File: config.mk
export PLATFORM = sky130hd
export DESIGN_NAME = iir_sink_buffer
export DESIGN_NICKNAME = d
export VERILOG_FILES = /design/src/rtl/iir_sink_buffer_pkg.sv /design/src/rtl/sink_fifo_mem.sv /design/src/rtl/iir_sink_buffer.sv
export SDC_FILE = /design/constraint.sdc
export NUM_CORES = 1
export LEC_CHECK = 0
export BUFFER_PORTS_ARGS = -buffer_cell sky130_fd_sc_hd__buf_2
export CAP_MARGIN = 40
export CELL_PAD_IN_SITES_DETAIL_PLACEMENT = 0
export CELL_PAD_IN_SITES_GLOBAL_PLACEMENT = 1
export CORE_AREA = 4 4 134 200
export DETAILED_ROUTE_END_ITERATION = 12
export DIE_AREA = 0 0 138 204
export GPL_TIMING_DRIVEN = 0
export PLACE_DENSITY_LB_ADDON = 0.1
export SKIP_LAST_GASP = 1
export SYNTH_ARGS = -nofsm -noshare
export SYNTH_HDL_FRONTEND = slang
export SYNTH_HIERARCHICAL = 1
export SYNTH_SLANG_ARGS = --single-unit
File: constraint.sdc
create_clock -name CLK -period 3.5 [get_ports CLK]
set_clock_uncertainty 0.1 [all_clocks]
set_input_delay 0.7 -clock CLK [delete_from_list [all_inputs] [get_ports CLK]]
set_output_delay 0.7 -clock CLK [all_outputs]
set_load 0.01 [all_outputs]
File: src/rtl/iir_sink_buffer_pkg.sv
// Shared definitions for the filter output sink buffer.
//   NB_DEF     : default sample width (matches the filter DOUT)
//   CW_DEF     : default width of the statistics counters
//   sample_t   : two's complement sample at the default width
//   SAMPLE_MAX : positive full scale, 0x0FFF
//   SAMPLE_MIN : negative full scale, 0x1000
package iir_sink_buffer_pkg;

  localparam int NB_DEF = 13;
  localparam int CW_DEF = 16;

  typedef logic signed [NB_DEF-1:0] sample_t;

  localparam sample_t SAMPLE_MAX = 13'sh0FFF;
  localparam sample_t SAMPLE_MIN = 13'sh1000;

endpackage

File: src/rtl/sink_fifo_mem.sv
// Sample storage for the sink buffer: DEPTH x NB register array with one
// write port and one registered read port.
//   clk   : clock, rising edge
//   rst   : synchronous active-high reset (clears the read register only)
//   we    : write enable
//   waddr : write address
//   wdata : write data
//   re    : read enable, loads rdata on the edge
//   raddr : read address
//   rdata : registered read data, holds when re=0
module sink_fifo_mem
  import iir_sink_buffer_pkg::*;
#(
  parameter int NB    = NB_DEF,
  parameter int DEPTH = 16,
  parameter int AW    = 4
) (
  input  logic          clk,
  input  logic          rst,
  input  logic          we,
  input  logic [AW-1:0] waddr,
  input  logic [NB-1:0] wdata,
  input  logic          re,
  input  logic [AW-1:0] raddr,
  output logic [NB-1:0] rdata
);

  logic signed [NB-1:0] mem [DEPTH];

  always_ff @(posedge clk) begin
    if (we) begin
      mem[waddr] <= wdata;
    end
  end

  // Read stage: the read sees the array before this edge's write, so a
  // read and a write to the same slot (full buffer) returns the old sample.
  always_ff @(posedge clk) begin
    if (rst) begin
      rdata <= '0;
    end else if (re) begin
      rdata <= mem[raddr];
    end
  end

endmodule

File: src/rtl/iir_sink_buffer.sv
// Receive end of the IIR filter output stream. Each valid sample is pushed
// into a FIFO and handed to a consumer through a read handshake; saturating
// statistics count offered samples and accepted full-scale (clipped) samples,
// and a sticky flag records any drop caused by a full buffer.
//   CLK        : clock, rising edge
//   RST        : synchronous active-high reset
//   VIN, DIN   : input sample valid / sample (from filter VOUT / DOUT)
//   RD_EN      : read request from the consumer
//   DOUT, VOUT : registered read data / one-cycle valid pulse
//   FULL       : DEPTH entries stored
//   EMPTY      : no entries stored
//   LEVEL      : occupancy 0..DEPTH
//   OVF        : sticky, a sample was dropped
//   SAMPLE_CNT : saturating count of VIN pulses
//   CLIP_CNT   : saturating count of accepted full-scale samples
module iir_sink_buffer
  import iir_sink_buffer_pkg::*;
#(
  parameter int NB    = NB_DEF,
  parameter int DEPTH = 16,
  parameter int AW    = 4,
  parameter int CW    = CW_DEF
) (
  input  logic          CLK,
  input  logic          RST,
  input  logic          VIN,
  input  logic [NB-1:0] DIN,
  input  logic          RD_EN,
  output logic [NB-1:0] DOUT,
  output logic          VOUT,
  output logic          FULL,
  output logic          EMPTY,
  output logic [AW:0]   LEVEL,
  output logic          OVF,
  output logic [CW-1:0] SAMPLE_CNT,
  output logic [CW-1:0] CLIP_CNT
);

  localparam logic [AW:0] DEPTH_L = (AW+1)'(DEPTH);
  localparam logic signed [NB-1:0] FS_MAX = {1'b0, {(NB-1){1'b1}}};
  localparam logic signed [NB-1:0] FS_MIN = {1'b1, {(NB-1){1'b0}}};

  function automatic logic [CW-1:0] sat_inc(input logic [CW-1:0] v);
    return (&v) ? v : v + CW'(1);
  endfunction

  function automatic logic is_full_scale(input logic signed [NB-1:0] s);
    return (s == FS_MAX) || (s == FS_MIN);
  endfunction

  logic signed [NB-1:0] din_p0;
  logic                 vld_p0;
  logic signed [NB-1:0] dout_p1;
  logic                 vld_p1;

  logic [AW-1:0] wr_ptr;
  logic [AW-1:0] rd_ptr;
  logic [AW:0]   level_r;
  logic [AW:0]   level_nxt;
  logic          full_r;
  logic          empty_r;
  logic          ovf_r;
  logic [CW-1:0] sample_cnt_r;
  logic [CW-1:0] clip_cnt_r;

  logic rd_acc;
  logic wr_acc;
  logic drop;

  // Input stage: decide accept/drop for this cycle
  assign din_p0 = DIN;
  assign vld_p0 = VIN;

  assign rd_acc = RD_EN && !empty_r;
  // A read in the same cycle frees a slot, so a full buffer still accepts.
  assign wr_acc = vld_p0 && (!full_r || rd_acc);
  assign drop   = vld_p0 && !wr_acc;

  always_comb begin
    level_nxt = level_r;
    case ({wr_acc, rd_acc})
      2'b10:   level_nxt = level_r + (AW+1)'(1);
      2'b01:   level_nxt = level_r - (AW+1)'(1);
      default: level_nxt = level_r;
    endcase
  end

  sink_fifo_mem #(
    .NB    (NB),
    .DEPTH (DEPTH),
    .AW    (AW)
  ) u_mem (
    .clk   (CLK),
    .rst   (RST),
    .we    (wr_acc),
    .waddr (wr_ptr),
    .wdata (din_p0),
    .re    (rd_acc),
    .raddr (rd_ptr),
    .rdata (dout_p1)
  );

  // Output stage: pointers, flags, statistics and read valid
  always_ff @(posedge CLK) begin
    if (RST) begin
      wr_ptr       <= '0;
      rd_ptr       <= '0;
      level_r      <= '0;
      full_r       <= 1'b0;
      empty_r      <= 1'b1;
      vld_p1       <= 1'b0;
      ovf_r        <= 1'b0;
      sample_cnt_r <= '0;
      clip_cnt_r   <= '0;
    end else begin
      if (wr_acc) begin
        wr_ptr <= wr_ptr + AW'(1);
      end
      if (rd_acc) begin
        rd_ptr <= rd_ptr + AW'(1);
      end
      // Flags come from the occupancy count, never from pointer equality,
      // so full and empty stay distinguishable after wrap-around.
      level_r <= level_nxt;
      full_r  <= (level_nxt == DEPTH_L);
      empty_r <= (level_nxt == '0);
      vld_p1  <= rd_acc;
      if (drop) begin
        ovf_r <= 1'b1;
      end
      if (vld_p0) begin
        sample_cnt_r <= sat_inc(sample_cnt_r);
      end
      if (wr_acc && is_full_scale(din_p0)) begin
        clip_cnt_r <= sat_inc(clip_cnt_r);
      end
    end
  end

  assign DOUT       = dout_p1;
  assign VOUT       = vld_p1;
  assign FULL       = full_r;
  assign EMPTY      = empty_r;
  assign LEVEL      = level_r;
  assign OVF        = ovf_r;
  assign SAMPLE_CNT = sample_cnt_r;
  assign CLIP_CNT   = clip_cnt_r;

endmodule

After elaboration in Yosys (flattened, before gate mapping)
Memories as Yosys holds them, arrays and structs flattened. A register that Yosys moved wholly into a read port is not among the register bits.
Index checks and enable logic that the tools add are counted.
- register bits: 49
- memory bits (writable): 208
- input port bits: 17
- output and inout bits: 54
- logic and storage cells: 40
- memories kept: 1
- memories (memory ; depth ; bits a word ; rd ports ; clocked after memory_dff ; wr ports ; line ; text):
    u_mem.mem ; 16 ; 13 ; 1 ; 1 ; 1 ; sink_fifo_mem.sv:28 ; logic signed [NB-1:0] mem [DEPTH];
- add/subtract/negate cells: 6
- equal/unequal tests: 5
- muxes and demuxes: 3
- bitwise logic cells: 2
- reduce and logical (&&, ||, !) cells: 14
- operators by type and width (operator ; number):
    adder 16 x 1 -> 16 bit (second input constant) ; 2
    AND reduction 16 bit ; 2
    == test 13 bit (second input constant) ; 2
    case mux 5 bit (2 select lines) ; 1
    adder 4 x 1 -> 4 bit (second input constant) ; 2
    adder 5 x 1 -> 5 bit (second input constant) ; 1
    == test 5 bit (second input constant) ; 1
    zero test 5 bit ; 1
    subtractor 5 x 1 -> 5 bit (second input constant) ; 1
    logical AND 1 bit ; 4
    AND reduction 2 bit ; 2
    zero test 1 bit ; 3
    == test 2 x 1 -> 1 bit (second input constant) ; 1
    == test 2 bit (second input constant) ; 1
    logical OR 1 bit ; 2
    2-to-1 mux 1 bit ; 2
    inverter 1 bit ; 2

Depth between registers and ports, before layout
- depth in word-level cells: 7
- mapped depth: 12

Modules after synthesis
Netlist, hierarchy kept.
- modules (own cells, without submodules) (module ; instances ; cells each ; area an instance (um^2)):
    sink_fifo_mem ; 1 ; 498 ; 8594.5
    iir_sink_buffer ; 1 ; 299 ; 2576.2

Worst setup path before layout
Ideal clock, no wire load.
- path kind: input-to-reg
- start point: input RD_EN
- end point: memory u_mem/mem[0][0] (netlist bit) (enable)
- library setup time: 0.400 ns
- data arrival time: 2.399 ns
- required time: 3.000 ns
- slack: 0.601 ns
- cell stages on the path: 6
- cells stage by stage: nand2b_4 nand2_1 nand2_1 inv_2 or3b_1 nor3_1
- cells in the longest elaborated chain, start to end: 5
- RTL lines (element ; line ; text):
    start, declared ; iir_sink_buffer.sv:28 ; input logic RD_EN,
    logical AND 1 bit ; iir_sink_buffer.sv:74 ; assign rd_acc = RD_EN && !empty_r;
    logical OR 1 bit ; iir_sink_buffer.sv:76 ; assign wr_acc = vld_p0 && (!full_r || rd_acc);
    logical AND 1 bit ; iir_sink_buffer.sv:76 ;
    net wr_acc ; iir_sink_buffer.sv:67 ; logic wr_acc;
    2-to-1 mux 1 bit ; sink_fifo_mem.sv:31 ; if (we) begin
    2-to-1 mux 1 bit (not written as such) ; sink_fifo_mem.sv:32 ; mem[waddr] <= wdata;
    end, declared ; sink_fifo_mem.sv:28 ;
The timed path passes the listed nets, and every way through them passes these cells.

Worst setup path after layout
- start point: register empty_r (netlist: EMPTY)
- end point: register full_r (netlist: FULL)
- cells in the longest elaborated chain, start to end: 7
- elaborated cells on any way between the ends: 8
- those cells by class: eq/ne (3); mux (1); reduce/logical (4)
- RTL lines (element ; line ; text):
    start, declared ; iir_sink_buffer.sv:61 ; logic empty_r;
    start signal, assigned ; iir_sink_buffer.sv:126 ; empty_r <= (level_nxt == '0);
    zero test 1 bit (*) ; iir_sink_buffer.sv:74 ;
    logical AND 1 bit (*) ; iir_sink_buffer.sv:74 ;
    net rd_acc ; iir_sink_buffer.sv:66 ; logic rd_acc;
    logical OR 1 bit ; iir_sink_buffer.sv:76 ;
    logical AND 1 bit ; iir_sink_buffer.sv:76 ;
    == test 2 x 1 -> 1 bit or == test 2 bit (tied branches) ; iir_sink_buffer.sv:81 ; case ({wr_acc, rd_acc})
    case mux 5 bit (2 select lines) (*) ; iir_sink_buffer.sv:81 ;
    == test 5 bit (*) ; iir_sink_buffer.sv:125 ; full_r <= (level_nxt == DEPTH_L);
    end signal, assigned ; iir_sink_buffer.sv:125 ;
    end, declared ; iir_sink_buffer.sv:60 ; logic full_r;
The timed path passes the listed nets; every way through them passes the cells marked *.
A chain may end at the register's enable or synchronous reset.

==> results.ini <==
[synthesis]
synth_ff_type=edfxtp_1
yosysSeqAreaShare_pct=67.03
ys_top_cells_by_count=edfxtp_1, mux2i_1, dfxtp_1
netlist_area_mm2=0.01117
synth_top_area_share_pct=55.91
syn_avg_cell_area_um2=14.02
synth_area_leaders=edfxtp_1, dfxtp_1, mux2i_1
synth.most_common_cell=edfxtp_1
yosysTopAreaCell=edfxtp_1
synth_edf_count=208
ys_ff_latch=270
ys_async_sr_fraction_pct=0
yosysUniqueCellTypes=56
syn-num-nets=821
netlist_instances=797
ys_warn_count=6

[timing]
fmax_mhz=376.3
finalWorstSetupSlack_ns=0.8427
worst_hold_slack_ns=0.3506
worstMarginPinSlew_ns=0.7533
max_slew_margin_pct=49.59
fin_crit_ns=2.657
period_share_pct=75.92
finalHoldViolations=0
finalSetupViolCount=0
slew_violations=0
rsz0062_at_grt=no

[cells_and_area]
fin_area_mm2=0.01296
nFillCells=2196
layout-drive-gt1-share_pct=19.10
fin_cells=1260
finish.utilization_pct=51.72
fin_nets=936
syn_to_final_growth_pct=15.99
n_antenna_cell=0

[critical_path]
critPathLaunchType=register
critPathKind=register to register
worstPathArrival_ns=2.98
r2r_slack_ns=0.84
critPathCaptureType=register
critPathMaxFanout=9
required_ns=3.82
reg2reg_depth=11

[grt]
first_global_vias=7012
grt.total_usage_pct=18.94
overflow=0
grt_pass1_wl_um=41270
use_met2_pct=36.44
gr-max-usage-layer=met2
grt_max_degree=19
grtUsageMet1_pct=21.67
grt.met3_usage_pct=2.013
antenna_found_initial=0

[clock_tree]
postCtsResizedCells=0
hold_buffers=0
clockBufferDepth=3
clock_sinks=270
numCtsBuffers=27
tritoncts=yes
cts-root-buf=clkbuf_16
h-tree-depth=1
post-cts-setup-buffers=0
clock_latency_ns=0.52
path_clk_slew_ns=0.06

[floorplanning]
start_util_pct=44.59
die_h_um=204
core-area_mm2=0.02505
ioPinCount=71
die_x_um=138
dieArea_mm2=0.02815
row_count=71

[worst_hold_path]
hp-class=register to register
holdPathStages=2

[run_status]
status=finished clean

[place]
portBuffers=70
placed_area_mm2=0.01212
dp_slack_ns=0.4253
dp_cells=1211
dp_hpwl_um=19220
gp_congestion=0.8142

[routing]
viasPerCell=5.542
drc=0
wirelength_um=27420
drt_iter0_markers=351
vias=6983
dr.pass1.iters=5
final_antenna_net_count=0
wl_per_cell_um=21.76

[pwr]
vdd_drop_max_v=0.0003251
power_density_mw_per_mm2=533.7
power_leakage_nw=4.381

[flow_run]
maxCapViolCount=0

[layer usage]
| layer | vias to the layer above | wire length (um) |
|---|---|---|
| li1 | 3284 | - |
| met1 | 3476 | 10530 |
| met2 | 182 | 14960 |
| met3 | 41 | 998 |
| met4 | 0 | 931 |
| met5 | - | 0 |
[stage by stage]
stage | power (mW) | TNS, ns
floorplan | 4.001 | 0
global placement | 4.251 | -9.752
detailed placement | 4.275 | 0
CTS | 6.999 | 0
global route | 7.175 | 0
finish | 6.915 | 0
[flip-flops by register name, summed over array words and instances (netlist names)]
signal,flops
u_mem/mem,208
u_mem/rdata,13
wr_ptr,4
LEVEL,5
rd_ptr,4
EMPTY,1
FULL,1
VOUT,1
CLIP_CNT,16
OVF,1
SAMPLE_CNT,16
[layout by cell type, fill, tap and decap left out, types with 4 or more instances in the layout]
cell	netlist	final
nor4_1	11	11
edfxtp_1	208	208
a21oi_1	31	31
clkinv_1	0	5
clkbuf_16	0	27
buf_6	3	15
clkinvlp_4	0	4
buf_12	6	6
nor2_1	55	55
or4_1	8	8
dfxtp_1	62	62
nor2b_1	13	13
xnor2_1	9	9
o21ai_0	4	4
buf_4	4	8
nand3_1	51	51
mux2i_1	107	107
and3_1	4	4
and4_1	4	4
nand2_1	44	44
clkinv_2	0	4
a22oi_1	39	39
xor2_1	11	11
inv_1	7	7
ha_1	7	7
clkbuf_1	12	15
nand4_1	15	15
o31ai_1	10	10
nor3_2	0	4
buf_2	14	84
mux2_2	9	9
[layout make-up]
type / instances / area [um2] / area share [%]
well taps: 328 / 410.4 / 3.167
inverters: 8 / 30.03 / 0.2318
clock inverters: 16 / 112.6 / 0.8691
repair buffers: 86 / 515.5 / 3.978
multi-input cells: 478 / 3362 / 25.95
plain buffers: 41 / 311.5 / 2.404
flip-flops and latches: 270 / 7487 / 57.78
clock buffers: 33 / 728.2 / 5.620
[critical path: stages, from the launching register on]
cell	delay (ns)
dfxtp_1	0.34
nand2b_4	0.16
inv_1	0.17
ha_1	0.25
buf_2	0.17
xor2_1	0.17
ha_1	0.23
a21oi_1	0.16
mux2i_1	0.23
xor2_1	0.21
o21ai_0	0.17
nor4_1	0.21
[cell families after synthesis]
kind of cell | synth area share, %
flip-flops | 67.03
AND/OR/NAND/NOR | 11.20
buffers and inverters | 3.058
XOR/XNOR | 1.568
AO/OA/AOI/OAI | 5.869
multiplexers | 10.50
adder cells (fa/ha/maj) | 0.7840
[report_power, final]
part	internal (mW)	leakage (nW)	switching [mW]
registers	3.54	2.38	0.0625
clock network	1.55	0.401	1.17
logic	0.194	1.60	0.397
[worst paths after layout]
| kind | from | to |
|---|---|---|
| worst max-delay path | EMPTY | FULL |
| worst min-delay path | u_mem/rdata[6] | u_mem/rdata[6] |
| worst max register to register | EMPTY | FULL |
| worst min register to register | u_mem/rdata[6] | u_mem/rdata[6] |
No activity file was read; power rests on OpenSTA's default activity.
